[config.mk]
export PLATFORM = sky130hd
export DESIGN_NAME = z80_shared_ram_arbiter
export DESIGN_NICKNAME = d
export VERILOG_FILES = /design/src/rtl/z80_shared_ram_arbiter.sv
export SDC_FILE = /design/constraint.sdc
export NUM_CORES = 1
export LEC_CHECK = 0
export ABC_AREA = 1
export ABC_CLOCK_PERIOD_IN_PS = 1170
export CAP_MARGIN = 20
export CORE_UTILIZATION = 38
export CTS_CLUSTER_SIZE = 14
export DETAILED_ROUTE_END_ITERATION = 7
export GPL_TIMING_DRIVEN = 0
export HOLD_SLACK_MARGIN = 0.02
export PLACE_DENSITY = 0.73
export SLEW_MARGIN = 5
export SYNTH_ARGS = -nofsm -noshare
export SYNTH_HDL_FRONTEND = slang
export SYNTH_SLANG_ARGS = --single-unit
[constraint.sdc]
create_clock -name CLK -period 1.17 [get_ports CLK]
set_clock_uncertainty 0.05 [all_clocks]
set_input_delay 0.234 -clock CLK [delete_from_list [all_inputs] [get_ports CLK]]
set_output_delay 0.234 -clock CLK [all_outputs]
set_load 0.03 [all_outputs]
[src/rtl/z80_shared_ram_arbiter.sv]
// Shares one single-port synchronous work RAM between the Z80 bus and a DMA
// requester; the CPU is stalled through WAIT_N and ties alternate round robin.
module z80_shared_ram_arbiter #(
    parameter int unsigned ADDR_W   = 10,
    parameter logic [15:0] WIN_BASE = 16'h6000,
    parameter logic [15:0] WIN_MASK = 16'hFC00
) (
    input  logic              CLK,
    input  logic              RESET_N,
    input  logic [15:0]       CPU_ADRS,
    input  logic [7:0]        CPU_DOUT,
    input  logic              CPU_MREQ_N,
    input  logic              CPU_RD_N,
    input  logic              CPU_WR_N,
    input  logic              CPU_RFSH_N,
    output logic              CPU_WAIT_N,
    output logic [7:0]        CPU_DINP,
    input  logic              DMA_REQ,
    input  logic              DMA_WE,
    input  logic [ADDR_W-1:0] DMA_ADRS,
    input  logic [7:0]        DMA_WDATA,
    output logic              DMA_ACK,
    output logic [7:0]        DMA_RDATA,
    output logic [ADDR_W-1:0] RAM_ADRS,
    output logic              RAM_WE,
    output logic [7:0]        RAM_WDATA,
    input  logic [7:0]        RAM_RDATA
);

    typedef enum logic [2:0] {
        IDLE,
        CPU_ACC,
        CPU_FIN,
        DMA_ACC,
        DMA_FIN
    } state_t;

    state_t state;
    state_t state_nx;

    logic win_hit;
    logic cpu_req;
    logic cpu_done;
    logic cpu_rd_acc;
    logic last_grant_cpu;
    logic grant_cpu;
    logic grant_dma;

    assign win_hit = ((CPU_ADRS & WIN_MASK) == WIN_BASE);

    // cpu_done masks the request after completion so one bus cycle makes one RAM access.
    always_comb begin
        cpu_req = ~CPU_MREQ_N & CPU_RFSH_N & (~CPU_RD_N | ~CPU_WR_N) & win_hit & ~cpu_done;
    end

    always_comb begin
        grant_cpu = 1'b0;
        grant_dma = 1'b0;
        if (state == IDLE) begin
            if (cpu_req && DMA_REQ) begin
                grant_cpu = ~last_grant_cpu;
                grant_dma = last_grant_cpu;
            end else begin
                grant_cpu = cpu_req;
                grant_dma = DMA_REQ;
            end
        end
    end

    always_ff @(posedge CLK) begin
        if (!RESET_N) begin
            state <= IDLE;
        end else begin
            state <= state_nx;
        end
    end

    always_comb begin
        state_nx = state;
        case (state)
            IDLE: begin
                if (grant_cpu) begin
                    state_nx = CPU_ACC;
                end else if (grant_dma) begin
                    state_nx = DMA_ACC;
                end
            end
            CPU_ACC: state_nx = CPU_FIN;
            CPU_FIN: state_nx = IDLE;
            DMA_ACC: state_nx = DMA_FIN;
            DMA_FIN: state_nx = IDLE;
            default: state_nx = IDLE;
        endcase
    end

    always_comb begin
        CPU_WAIT_N = RESET_N ? ~cpu_req : 1'b1;
    end

    // MREQ_N high clears cpu_done even on the completion edge itself.
    always_ff @(posedge CLK) begin
        if (!RESET_N) begin
            RAM_WE         <= 1'b0;
            RAM_ADRS       <= '0;
            RAM_WDATA      <= '0;
            CPU_DINP       <= 8'hFF;
            DMA_ACK        <= 1'b0;
            DMA_RDATA      <= '0;
            cpu_done       <= 1'b0;
            cpu_rd_acc     <= 1'b0;
            last_grant_cpu <= 1'b0;
        end else begin
            DMA_ACK <= 1'b0;
            case (state)
                IDLE: begin
                    if (grant_cpu) begin
                        RAM_ADRS   <= CPU_ADRS[ADDR_W-1:0];
                        RAM_WDATA  <= CPU_DOUT;
                        RAM_WE     <= ~CPU_WR_N;
                        cpu_rd_acc <= CPU_WR_N;
                    end else if (grant_dma) begin
                        RAM_ADRS  <= DMA_ADRS;
                        RAM_WDATA <= DMA_WDATA;
                        RAM_WE    <= DMA_WE;
                    end
                end
                CPU_ACC, DMA_ACC: begin
                    RAM_WE <= 1'b0;
                end
                CPU_FIN: begin
                    if (cpu_rd_acc) begin
                        CPU_DINP <= RAM_RDATA;
                    end
                    cpu_done       <= 1'b1;
                    last_grant_cpu <= 1'b1;
                end
                DMA_FIN: begin
                    DMA_RDATA      <= RAM_RDATA;
                    DMA_ACK        <= 1'b1;
                    last_grant_cpu <= 1'b0;
                end
                default: ;
            endcase
            if (CPU_MREQ_N) begin
                cpu_done <= 1'b0;
            end
        end
    end

endmodule
## Yosys cells after proc, flatten, opt, wreduce, memory -nomap -nowiden

Cells that the tools add are included.

- Bits in registers: 42
- Input port bits: 58
- Output and inout bits: 37
- Logic and storage cells: 56

- Equality and inequality tests: 6
- Muxes and demuxes: 17
- Bitwise logic cells: 12
- Reduce and logical (&&, ||, !) cells: 11

Operators with widths:

| cell | count |
|---|---|
| 2-to-1 mux 10 bit | 2 |
| 2-to-1 mux 8 bit | 2 |
| case mux 3 bit (3 select lines) | 1 |
| 2-to-1 mux 1 bit | 8 |
| AND reduction 2 bit | 4 |
| inverter 1 bit | 7 |
| equality test 3 x 2 -> 1 bit, second input constant | 2 |
| equality test 6 x 5 -> 1 bit, second input constant | 1 |
| 2-to-1 mux 3 bit | 2 |
| nonzero test 2 bit | 3 |
| AND 1 bit | 4 |
| case mux 1 bit (2 select lines) | 2 |
| OR reduction 2 bit | 2 |
| equality test 3 x 1 -> 1 bit, second input constant | 1 |
| equality test 3 bit, second input constant | 1 |
| logical NOT 3 bit | 1 |
| inequality test 3 bit, second input constant | 1 |
| logical AND 1 bit | 1 |
| OR 1 bit | 1 |

## Longest topological paths before layout

Gate-level depths: netlist of run 1.

- Depth after elaboration: 11
- Mapped depth: 10
- Depth with buffers taken out: 9

## Worst setup path before layout of run 1

OpenSTA, ideal clock, no wires.

- Path type: register to output
- Start: reg cpu_done
- End: out CPU_WAIT_N
- Arrival time: 1168 ps
- Data required time: 886 ps
- Path slack: -282 ps
- Cell stages (with the launch flop): 6
- Path buffers: 1
- Path through: dfxtp_1 > nor2_2 > nand2_2 > nor3_4 > buf_6 > nand3_1

- Cells in the longest elaborated chain, start to end: 4

RTL lines:

| what | line | source |
|---|---|---|
| start: declaration | 43 | `logic cpu_done;` |
| start signal: assignment | 109 | `cpu_done <= 1'b0;` |
| start signal: assignment | 134 | `cpu_done <= 1'b1;` |
| start signal: assignment | 145 | `cpu_done <= 1'b0;` |
| inverter 1 bit | 53 | `cpu_req = ~CPU_MREQ_N & CPU_RFSH_N & (~CPU_RD_N \| ~CPU_WR_N) & win_hit & ~cpu_done;` |
| AND 1 bit | 53 |  |
| inverter 1 bit | 97 | `CPU_WAIT_N = RESET_N ? ~cpu_req : 1'b1;` |
| 2-to-1 mux 1 bit | 97 |  |
| end: declaration | 16 | `output logic CPU_WAIT_N,` |

Every way passes these cells.

## Final worst setup path of run 1

Ends and elaborated chain as after synthesis.

==> results.md, run 1 <==
- Warnings from Yosys: 0
- Antenna violations before repair: 0
- Syn Nets: 376
- Initial Util: 0.395
- Crit path max fanout: 2
- Fill count: 527
- Worst setup margin: -0.426 ns
- Worst path top cell family by delay: simple AND/OR/NAND/NOR gates
- WL/cell: 11.9 µm
- Htree depth: 2
- Vias in the first global route: 2060
- Most frequent cell after synthesis: nand2_1
- Top post-synthesis cells by area: dfxtp_1 38%, nand2_1 17%, inv_1 12%, a21oi_2 6.8%, nand4_1 5.2%
- Synth cell types: 26
- Via-per-instance ratio: 4.58
- Gr usage total: 0.202
- Crit path buffers/inverters: 2
- CTS tree: built
- Dpl hpwl: 4120 µm
- Post-Syn Area: 0.00219 mm²
- WP data arrival: 1.31 ns
- Failing checks: setup timing
- DRT Pass-1 Iters: 4
- Place WS: -1.38 ns
- Std cell rows: 27
- Max-slew violations: 0
- Worst path max stage delay: 0.33 ns
- Buffers added on ports: 94
- Hold crit path type: input pin to register
- Synth area leader: dfxtp_1
- Reg2Reg Depth: 11
- TritonCTS buffer count: 5
- DRT antenna net count: 0
- Initial drt markers: 89
- Reg clk slew, reported paths: 0.08 ns
- # Max-Cap Violations: 0
- Ys async rst share: 0
- Reg-to-reg slack, setup: -0.42 ns
- Worst slew margin: 0.826
- Post-Syn Instances: 318
- Power per cell area: 1060 mW/mm²
- Layout cell share with drive strength beyond 1: 0.316
- Syn avg cell area: 6.87 µm²
- Most frequent cells after synthesis: 99 x nand2_1, 71 x inv_1, 42 x dfxtp_1
- Worst-path cell with the longest stage delay: dfxtp_2
- CP Class: register to output pin
- Min Clock Period, post-route: 1.60 ns
- DRC: 0
- Routed WL: 6090 µm
- RD Place Congestion: 0.783
- Die area: 0.00606 mm²
- Max Freq: 627 MHz
- Status: finished with violations
- R2R Path End: RAM_WDATA[6]
- Vias after detailed routing: 2343
- Core Area: 0.00554 mm²
- Final hold violations: 0
- Leak: 1.81 nW
- Fin util: 0.627
- IR drop worst, VDD: 0.517 mV
- Crit-path cells: nor2_2 > nand2_2 > nor3_4 > buf_6 > nand3_4 > buf_6
- First-pass GRT wire length: 9640 µm
- Part of the cycle the worst path needs: 1.36
- Reg-to-reg startpoint: cpu_done
- Nets: 497
- Latest clock arrival within the worst-skew pair: 0.29 ns
- Chip Height: 77.8 µm
- Total power draw: 0.00369 W
- CP Capture Type: output pin
- IO Pins: 95
- Post-synthesis sequential area ratio: 0.385
- Hold Path Origin: CPU_MREQ_N
- Final setup fails: 23
- WHS Path Cells: 2
- Register bit count reported by yosys: 42
- N_diodes: 0
- Ys flop type: dfxtp_1
- Die width: 77.8 µm
- WHS Endpoint: cpu_done
- Unrepaired setup endpoints after global routing: yes
- Clock root cell: clkbuf_8
- Synth top area share: 0.385
- CP dominant cell by count: buf_6
- Clk sink count: 42
- Actual slew at the worst max-slew pin: 0.261 ns
- Largest buffer count on any clock path: 2
- Largest net degree at the start of global routing: 14
- Worst setup SP type: register
- CP required: 0.89 ns
- P&R area growth vs syn: 58.8%
- Global route total overflow: 0
- EDFF count, synth: 0
-- cell usage in the layout, fill, tap and decap left out, types with 3 or more instances in the layout --
| cell | n |
|---|---|
| buf_6 | 12 |
| nor2_4 | 3 |
| o21ai_1 | 5 |
| dfxtp_1 | 38 |
| clkbuf_8 | 5 |
| nand2_1 | 85 |
| a21oi_1 | 3 |
| nor2_1 | 6 |
| nand4_1 | 18 |
| o211ai_1 | 5 |
| clkdlybuf4s50_1 | 51 |
| inv_2 | 3 |
| a21oi_2 | 19 |
| nand3_1 | 13 |
| buf_4 | 20 |
| nand2_2 | 19 |
| inv_1 | 69 |
| dlygate4sd2_1 | 6 |
| clkbuf_4 | 3 |
| buf_2 | 35 |
-- what timing repair did --
item,CTS,global route
pin swaps,8,9
buffers inserted,12,5
hold buffers,0,0
gates cloned,2,1
resized for setup,221,25
setup endpoints to repair,76,40
-- power by group --
part / internal [W] / switching, W / leakage (nW)
clock: 0.000637 / 0.000498 / 0.0514
combinational: 0.000443 / 0.000550 / 1.41
sequential: 0.00151 / 0.0000515 / 0.346
-- worst max-delay path by stage --
stage                 startpoint     endpoint  slack (ns)  depth (start not counted)
floorplan               cpu_done   CPU_WAIT_N       -0.18                          5
global placement    CPU_ADRS[15]   CPU_WAIT_N       -1.35                          7
detailed placement  CPU_ADRS[15]   CPU_WAIT_N       -1.38                          7
CTS                     cpu_done   CPU_WAIT_N       -0.43                          6
global route            cpu_done  RAM_ADRS[5]       -0.53                         11
finish                  cpu_done   CPU_WAIT_N       -0.43                          6
-- layout make-up --
class                           count  area, µm²  share of cell area
Clock buffer                        6       72.6              0.0209
Buffer                             14        140              0.0404
Tap cell                           72       90.1              0.0259
Clock inverter                      2       37.5              0.0108
Sequential cell                    42        851               0.245
Inverter                           74        295              0.0850
Multi-Input combinational cell    188       1060               0.305
Timing Repair Buffer              114        926               0.267
-- metal layers --
| metal | global-route usage | wire length, µm |
|---|---|---|
| met5 | 0 | 0 |
| met4 | 0.0453 | 15 |
| met3 | 0.0647 | 427 |
| met2 | 0.345 | 3100 |
| met1 | 0.246 | 2550 |
-- worst register-to-register path: stages (launching register included) --
cell and delay (ns):
dfxtp_2 0.33, nor2_2 0.11, nand2_2 0.08, buf_4 0.14, nor2_4 0.13, nand2_2 0.06, nand2_2 0.11, nand2_4 0.12
buf_6 0.16, nand2_2 0.05, nand2_1 0.07, a21oi_2 0.11
-- per-stage QoR --
stage	area [µm²]	instances	hold WS [ns]	setup TNS, ns
after floorplan	2220	318	0.256	-2.04
after global placement	3250	484	0.403	-25.43
after detailed placement	3250	484	0.404	-26.03
after CTS	3360	506	0.198	-6.57
after global routing	3470	512	0.189	-10.96
final	3470	512	0.207	-8.35
-- sequential cells by signal (all words and copies together) (netlist names) --
signal / flops
last_grant_cpu: 1
DMA_ACK: 1
RAM_WE: 1
RAM_WDATA: 8
CPU_DINP: 8
DMA_RDATA: 8
cpu_rd_acc: 1
RAM_ADRS: 10
state: 3
cpu_done: 1
-- cells by family (layout without fill, tap and decap cells) --
group | Yosys count | count (layout) | share of synthesized area
DFF | 42 | 42 | 0.385
buffers and inverters | 88 | 210 | 0.179
AOI/OAI and AO/OA | 34 | 34 | 0.113
and+or+nand+nor | 154 | 154 | 0.323
Note: power is estimated with default switching activity, not from simulation.
==> inputs of run 2 (changes only) <==
ABC_CLOCK_PERIOD_IN_PS = 1500   (was 1170)
CORE_UTILIZATION = 42   (was 38)
PLACE_DENSITY = 0.77   (was 0.73)
clock period = 1.5 ns   (was 1.17 ns; I/O delays follow)
==> run 2 against run 1 <==
The flow still finishes with violations (setup timing). Combinational power shrank 14%. Clock power shrank 30%. Clock-buffer cell count unchanged. Power is 23% lower. Cell count decreased by 1.4%. Worst hold slack better by 0.11 ns. Sequential power shrank 22%. Global-route usage grew 1.3 points. Non-clock buffer count decreased by 2. Critical endpoint unchanged. Largest cell class unchanged. Largest power group unchanged.
==> results.md, run 2 (synthesis results as in run 1) <==
- Unrepaired setup endpoints after global routing: yes
- Sequential power share: 0.425
- Place WS: -1.13 ns
- Core Area: 0.00488 mm²
- Comb power frac: 0.300
- RD Place Congestion: 0.764
- Actual slew at the worst max-slew pin: 0.351 ns
- Chip Height: 74.1 µm
- Initial Util: 0.448
- WP data arrival: 1.29 ns
- Initial drt markers: 136
- Leak: 1.92 nW
- Net switching power: 0.000916 W
- Part of the cycle the worst path needs: 1.10
- First-pass GRT wire length: 9080 µm
- Switching share of total power: 0.320
- Min Clock Period, post-route: 1.64 ns
- Worst setup margin: -0.144 ns
- Worst setup SP type: register
- P&R area growth vs syn: 71.0%
- Latest clock arrival within the worst-skew pair: 0.31 ns
- Hold crit path type: input pin to register
- # Max-Cap Violations: 0
- Reg-to-reg slack, setup: -0.03 ns
- Reg-to-reg startpoint: state[0]
- Worst slew margin: 0.767
- Vias in the first global route: 2028
- Via-per-instance ratio: 4.65
- Commonest non-fill, non-tap cell in the layout: inv_1
- Largest register FFs: 10
- IO Pins: 95
- Reg2Reg Depth: 8
- Antenna violations before repair: 0
- TritonCTS buffer count: 5
- P_int: 0.00194 W
- Clock root cell: clkbuf_8
- N_diodes: 0
- DRC: 0
- Clock network power share: 0.275
- Die area: 0.00550 mm²
- Power per cell area: 765 mW/mm²
- Largest buffer count on any clock path: 2
- Buffers added on ports: 94
- Critical Path End: CPU_WAIT_N
- Nets: 495
- Top reg by flops: RAM_ADRS
- Layout cell share with drive strength beyond 1: 0.301
- CTS tree: built
- Vias after detailed routing: 2346
- Status: finished with violations
- Failing checks: setup timing
- CP Class: register to output pin
- WL/cell: 13.0 µm
- DRT Pass-1 Iters: 4
- Max-slew violations: 0
- DRT antenna net count: 0
- CP Capture Type: output pin
- Most frequent cells in the layout: 70 x inv_1, 49 x nand2_1, 48 x clkdlybuf4s50_1, 47 x nand2_2
- Dpl hpwl: 4160 µm
- Fin util: 0.766
- Hold bufs inserted after CTS: 0
- Reg clk slew, reported paths: 0.08 ns
- Final hold violations: 0
- Std cell rows: 25
- Global route total overflow: 0
- Crit path max fanout: 2
- Max Freq: 608 MHz
- Gr usage total: 0.215
- CP required: 1.15 ns
- Clk sink count: 42
- Routed WL: 6550 µm
- Final setup fails: 20
- CP Launch Point: cpu_done
- Largest net degree at the start of global routing: 14
- R2R Path End: RAM_WDATA[0]
- Min Hold Slack: 0.319 ns
- Htree depth: 2
- IR drop worst, VDD: 0.606 mV
- Die width: 74.1 µm
## run 2: power by group through the flow
stage,clock (W),sequential [W],combinational (W)
2_1_floorplan,0,0.00135,0.000294
3_3_place_gp,0,0.00124,0.000711
3_5_place_dp,0,0.00124,0.000719
4_1_cts,0.000782,0.00121,0.000709
5_1_grt,0.000858,0.00123,0.000923
6_report,0.000786,0.00122,0.000857
## run 2: how the worst min path moves through the flow
stage                            from     endpoint  slack (ns)  cells past startpoint
after global placement     cpu_rd_acc   cpu_rd_acc        0.40                      2
after CTS                  CPU_MREQ_N     cpu_done        0.28                      2
after global routing       CPU_MREQ_N     cpu_done        0.31                      2
after detailed placement  CPU_DINP[2]  CPU_DINP[2]        0.41                      2
after floorplan            CPU_MREQ_N     cpu_done        0.32                      1
final                      CPU_MREQ_N     cpu_done        0.32                      2
## run 2: timing repair
action / CTS / global route
gates cloned: 0 / 4
setup buffers: 6 / 9
pin swaps: 7 / 44
endpoints found under the setup margin: 52 / 21
resized for setup: 62 / 82
## run 2: critical path, stage by stage, from the launching register on
cell and delay [ns]:
dfxtp_2 0.34, nor2_4 0.09, nand2_4 0.07, nor3_4 0.17, buf_6 0.13, nand3_2 0.06, buf_6 0.14
## run 2: cell type report
class / instances / area, µm²
Multi-Input combinational cell: 188 / 1190
Timing Repair Buffer: 113 / 1090
Tap cell: 67 / 83.8
Inverter: 74 / 295
Clock buffer: 6 / 82.6
Buffer: 13 / 143
Sequential cell: 42 / 842
Clock inverter: 2 / 12.5
Fill cell: 392 / 1140
## run 2: routing by layer
layer | routed length (µm) | up-vias | GRT usage
li1 | - | 1210 | -
met1 | 2620 | 1047 | 0.269
met2 | 3410 | 82 | 0.370
met3 | 473 | 7 | 0.0610
met4 | 53 | 0 | 0.0449
met5 | 0 | - | 0
## run 2: per-stage QoR
| step | power, W | setup TNS (ns) | instances | instance area, µm² |
|---|---|---|---|---|
| after floorplan | 0.00164 | 0 | 318 | 2190 |
| after global placement | 0.00195 | -9.70 | 479 | 3220 |
| after detailed placement | 0.00196 | -10.84 | 479 | 3220 |
| after CTS | 0.00271 | -0.230 | 492 | 3350 |
| after global routing | 0.00301 | -1.92 | 505 | 3740 |
| final | 0.00286 | -0.844 | 505 | 3740 |
==> inputs of run 3 (changes only) <==
CAP_MARGIN = not set   (was 20)
SETUP_SLACK_MARGIN = 0.3   (was not set)
==> run 3 against run 2 <==
The flow still finishes with violations (setup timing). Power decreased by 0.46%. Non-clock buffer count up 12. Cell count up 2.4%. Utilization is the same. Worst setup slack worse by 0.028 ns. Routed wire length rose by 5.1%. Largest power group unchanged.
==> results.md, run 3 (synthesis results as in run 1) <==
- Reg-to-reg startpoint: cpu_done
- CP Capture Type: output pin
- WHS Path Cells: 2
- Actual slew at the worst max-slew pin: 0.231 ns
- Most frequent cells in the layout: 84 x nand2_1, 67 x inv_1, 46 x clkdlybuf4s50_1, 37 x buf_4, 35 x dfxtp_1
- Clk sink count: 42
- Min Clock Period, post-route: 1.67 ns
- Htree depth: 2
- Worst setup SP type: register
- Reg clk slew, reported paths: 0.09 ns
- Fill count: 373
- Failing checks: setup timing
- Core Area: 0.00488 mm²
- Gr usage total: 0.253
- Max Freq: 598 MHz
- Vias after detailed routing: 2464
- Crit path max fanout: 2
- Met1 wire length: 2810 µm
- TritonCTS buffer count: 5
- DRT antenna net count: 0
- Die area: 0.00550 mm²
- Met3 WL: 410 µm
- Global route total overflow: 0
- Status: finished with violations
- Chip Height: 74.1 µm
- DRT Pass-1 Iters: 4
- Setup TNS Final: -1.51 ns
- Cell Area, Placed: 0.00326 mm²
- Worst slew margin: 0.846
- Die width: 74.1 µm
- Hold Path Origin: CPU_MREQ_N
- Max-slew violations: 0
- Reg-to-reg slack, setup: -0.12 ns
- WP data arrival: 1.32 ns
- Std cell rows: 25
- DR WL met2: 3540 µm
- Total power draw: 0.00285 W
- Top reg by flops: RAM_ADRS
- Final hold violations: 0
- Via-per-instance ratio: 4.77
- Initial drt markers: 121
- Unrepaired setup endpoints after global routing: yes
- P&R area growth vs syn: 71.0%
- Latest clock arrival within the worst-skew pair: 0.30 ns
- Leak: 1.91 nW
- Clock root cell: clkbuf_8
- IO Pins: 95
- Largest register FFs: 10
- IR drop worst, VDD: 0.420 mV
- Layout cell share with drive strength beyond 1: 0.349
- Commonest non-fill, non-tap cell in the layout: nand2_1
- Antenna violations before repair: 0
- Power per cell area: 762 mW/mm²
- CP Class: register to output pin
- # Max-Cap Violations: 0
- DR top layer: met4
- Nets: 507
- Vias in the first global route: 2298
- DRC: 0
- Largest buffer count on any clock path: 2
- Buffers added on ports: 94
- Reg2Reg Depth: 11
- Hold crit path type: input pin to register
- Dpl hpwl: 4160 µm
- CTS tree: built
- WL/cell: 13.3 µm
- R2R Path End: RAM_WDATA[0]
- Initial Util: 0.448
- Part of the cycle the worst path needs: 1.11
- Worst setup margin: -0.172 ns
- Final setup fails: 21
- N_diodes: 0
- Largest net degree at the start of global routing: 15
- First-pass GRT wire length: 10500 µm
- WHS Endpoint: cpu_done
- Routed WL: 6890 µm
- CP required: 1.15 ns
- Design area: 0.00374 mm²
- RD Place Congestion: 0.747
- Place WS: -1.17 ns
-- run 3: cell count changes in the layout (fill, tap and decap cells not counted), moves of 3 or more --
| cell | before | now |
|---|---|---|
| buf_4 | 14 | 37 |
| dfxtp_2 | 1 | 5 |
| dfxtp_1 | 41 | 35 |
| inv_2 | 2 | 5 |
| nand2_1 | 49 | 84 |
| nand2_2 | 47 | 18 |
| inv_1 | 70 | 67 |
| dlymetal6s2s_1 | 4 | 1 |
| dlygate4sd2_1 | 41 | 10 |
| nand2_4 | 9 | 3 |
| buf_6 | 9 | 18 |
| clkbuf_4 | 2 | 10 |
| buf_2 | 2 | 9 |
-- run 3: layout make-up --
type / instances / area, µm² / share of cell area
inverter: 74 / 295 / 0.0790
buffer: 14 / 159 / 0.0425
multi-input combinational: 188 / 1110 / 0.297
timing repair buffer: 124 / 1150 / 0.307
clock buffer: 5 / 68.8 / 0.0184
sequential: 42 / 855 / 0.229
clock inverter: 3 / 21.3 / 0.00569
tap: 67 / 83.8 / 0.0224
-- run 3: repair_timing --
item,in CTS,in global routing
gates cloned,5,0
hold buffers,0,0
setup buffers,19,6
pin swaps,14,9
endpoints found under the setup margin,76,67
gates resized for setup,240,74
-- run 3: critical path: stages, from the launching register on --
cell and delay (ns):
dfxtp_2 0.35, nor2_4 0.07, nand2_2 0.07, nor3_4 0.19
buf_6 0.15, nand3_4 0.06, buf_6 0.14
-- run 3: stage by stage --
stage	instances	utilization	hold WS (ns)
after floorplan	318	-	0.315
after global placement	479	0.669	0.402
after detailed placement	479	0.669	0.406
after CTS	511	0.725	0.292
after global routing	517	0.766	0.297
final	517	0.766	0.294
-- run 3: how the worst max path moves through the flow --
stage	slack [ns]	startpoint	cells past startpoint	end
3_5_place_dp	-1.17	CPU_MREQ_N	7	CPU_WAIT_N
4_1_cts	-0.16	cpu_done	6	CPU_WAIT_N
2_1_floorplan	0.06	CPU_MREQ_N	5	CPU_WAIT_N
5_1_grt	-0.22	cpu_done	11	RAM_WDATA[0]
6_report	-0.17	cpu_done	6	CPU_WAIT_N
3_3_place_gp	-1.16	CPU_MREQ_N	7	CPU_WAIT_N
-- run 3: where the power goes --
| part | internal, W | leakage, nW | total [W] | switching, W |
|---|---|---|---|---|
| Clock | 0.000327 | 0.0441 | 0.000752 | 0.000424 |
| Sequential | 0.00118 | 0.346 | 0.00123 | 0.0000441 |
| Combinational | 0.000419 | 1.52 | 0.000870 | 0.000451 |
-- run 3: routing by layer --
layer / global-route usage / vias up
li1: - / 1235
met1: 0.298 / 1141
met2: 0.454 / 76
met3: 0.0528 / 12
met4: 0.0897 / 0
met5: 0 / -
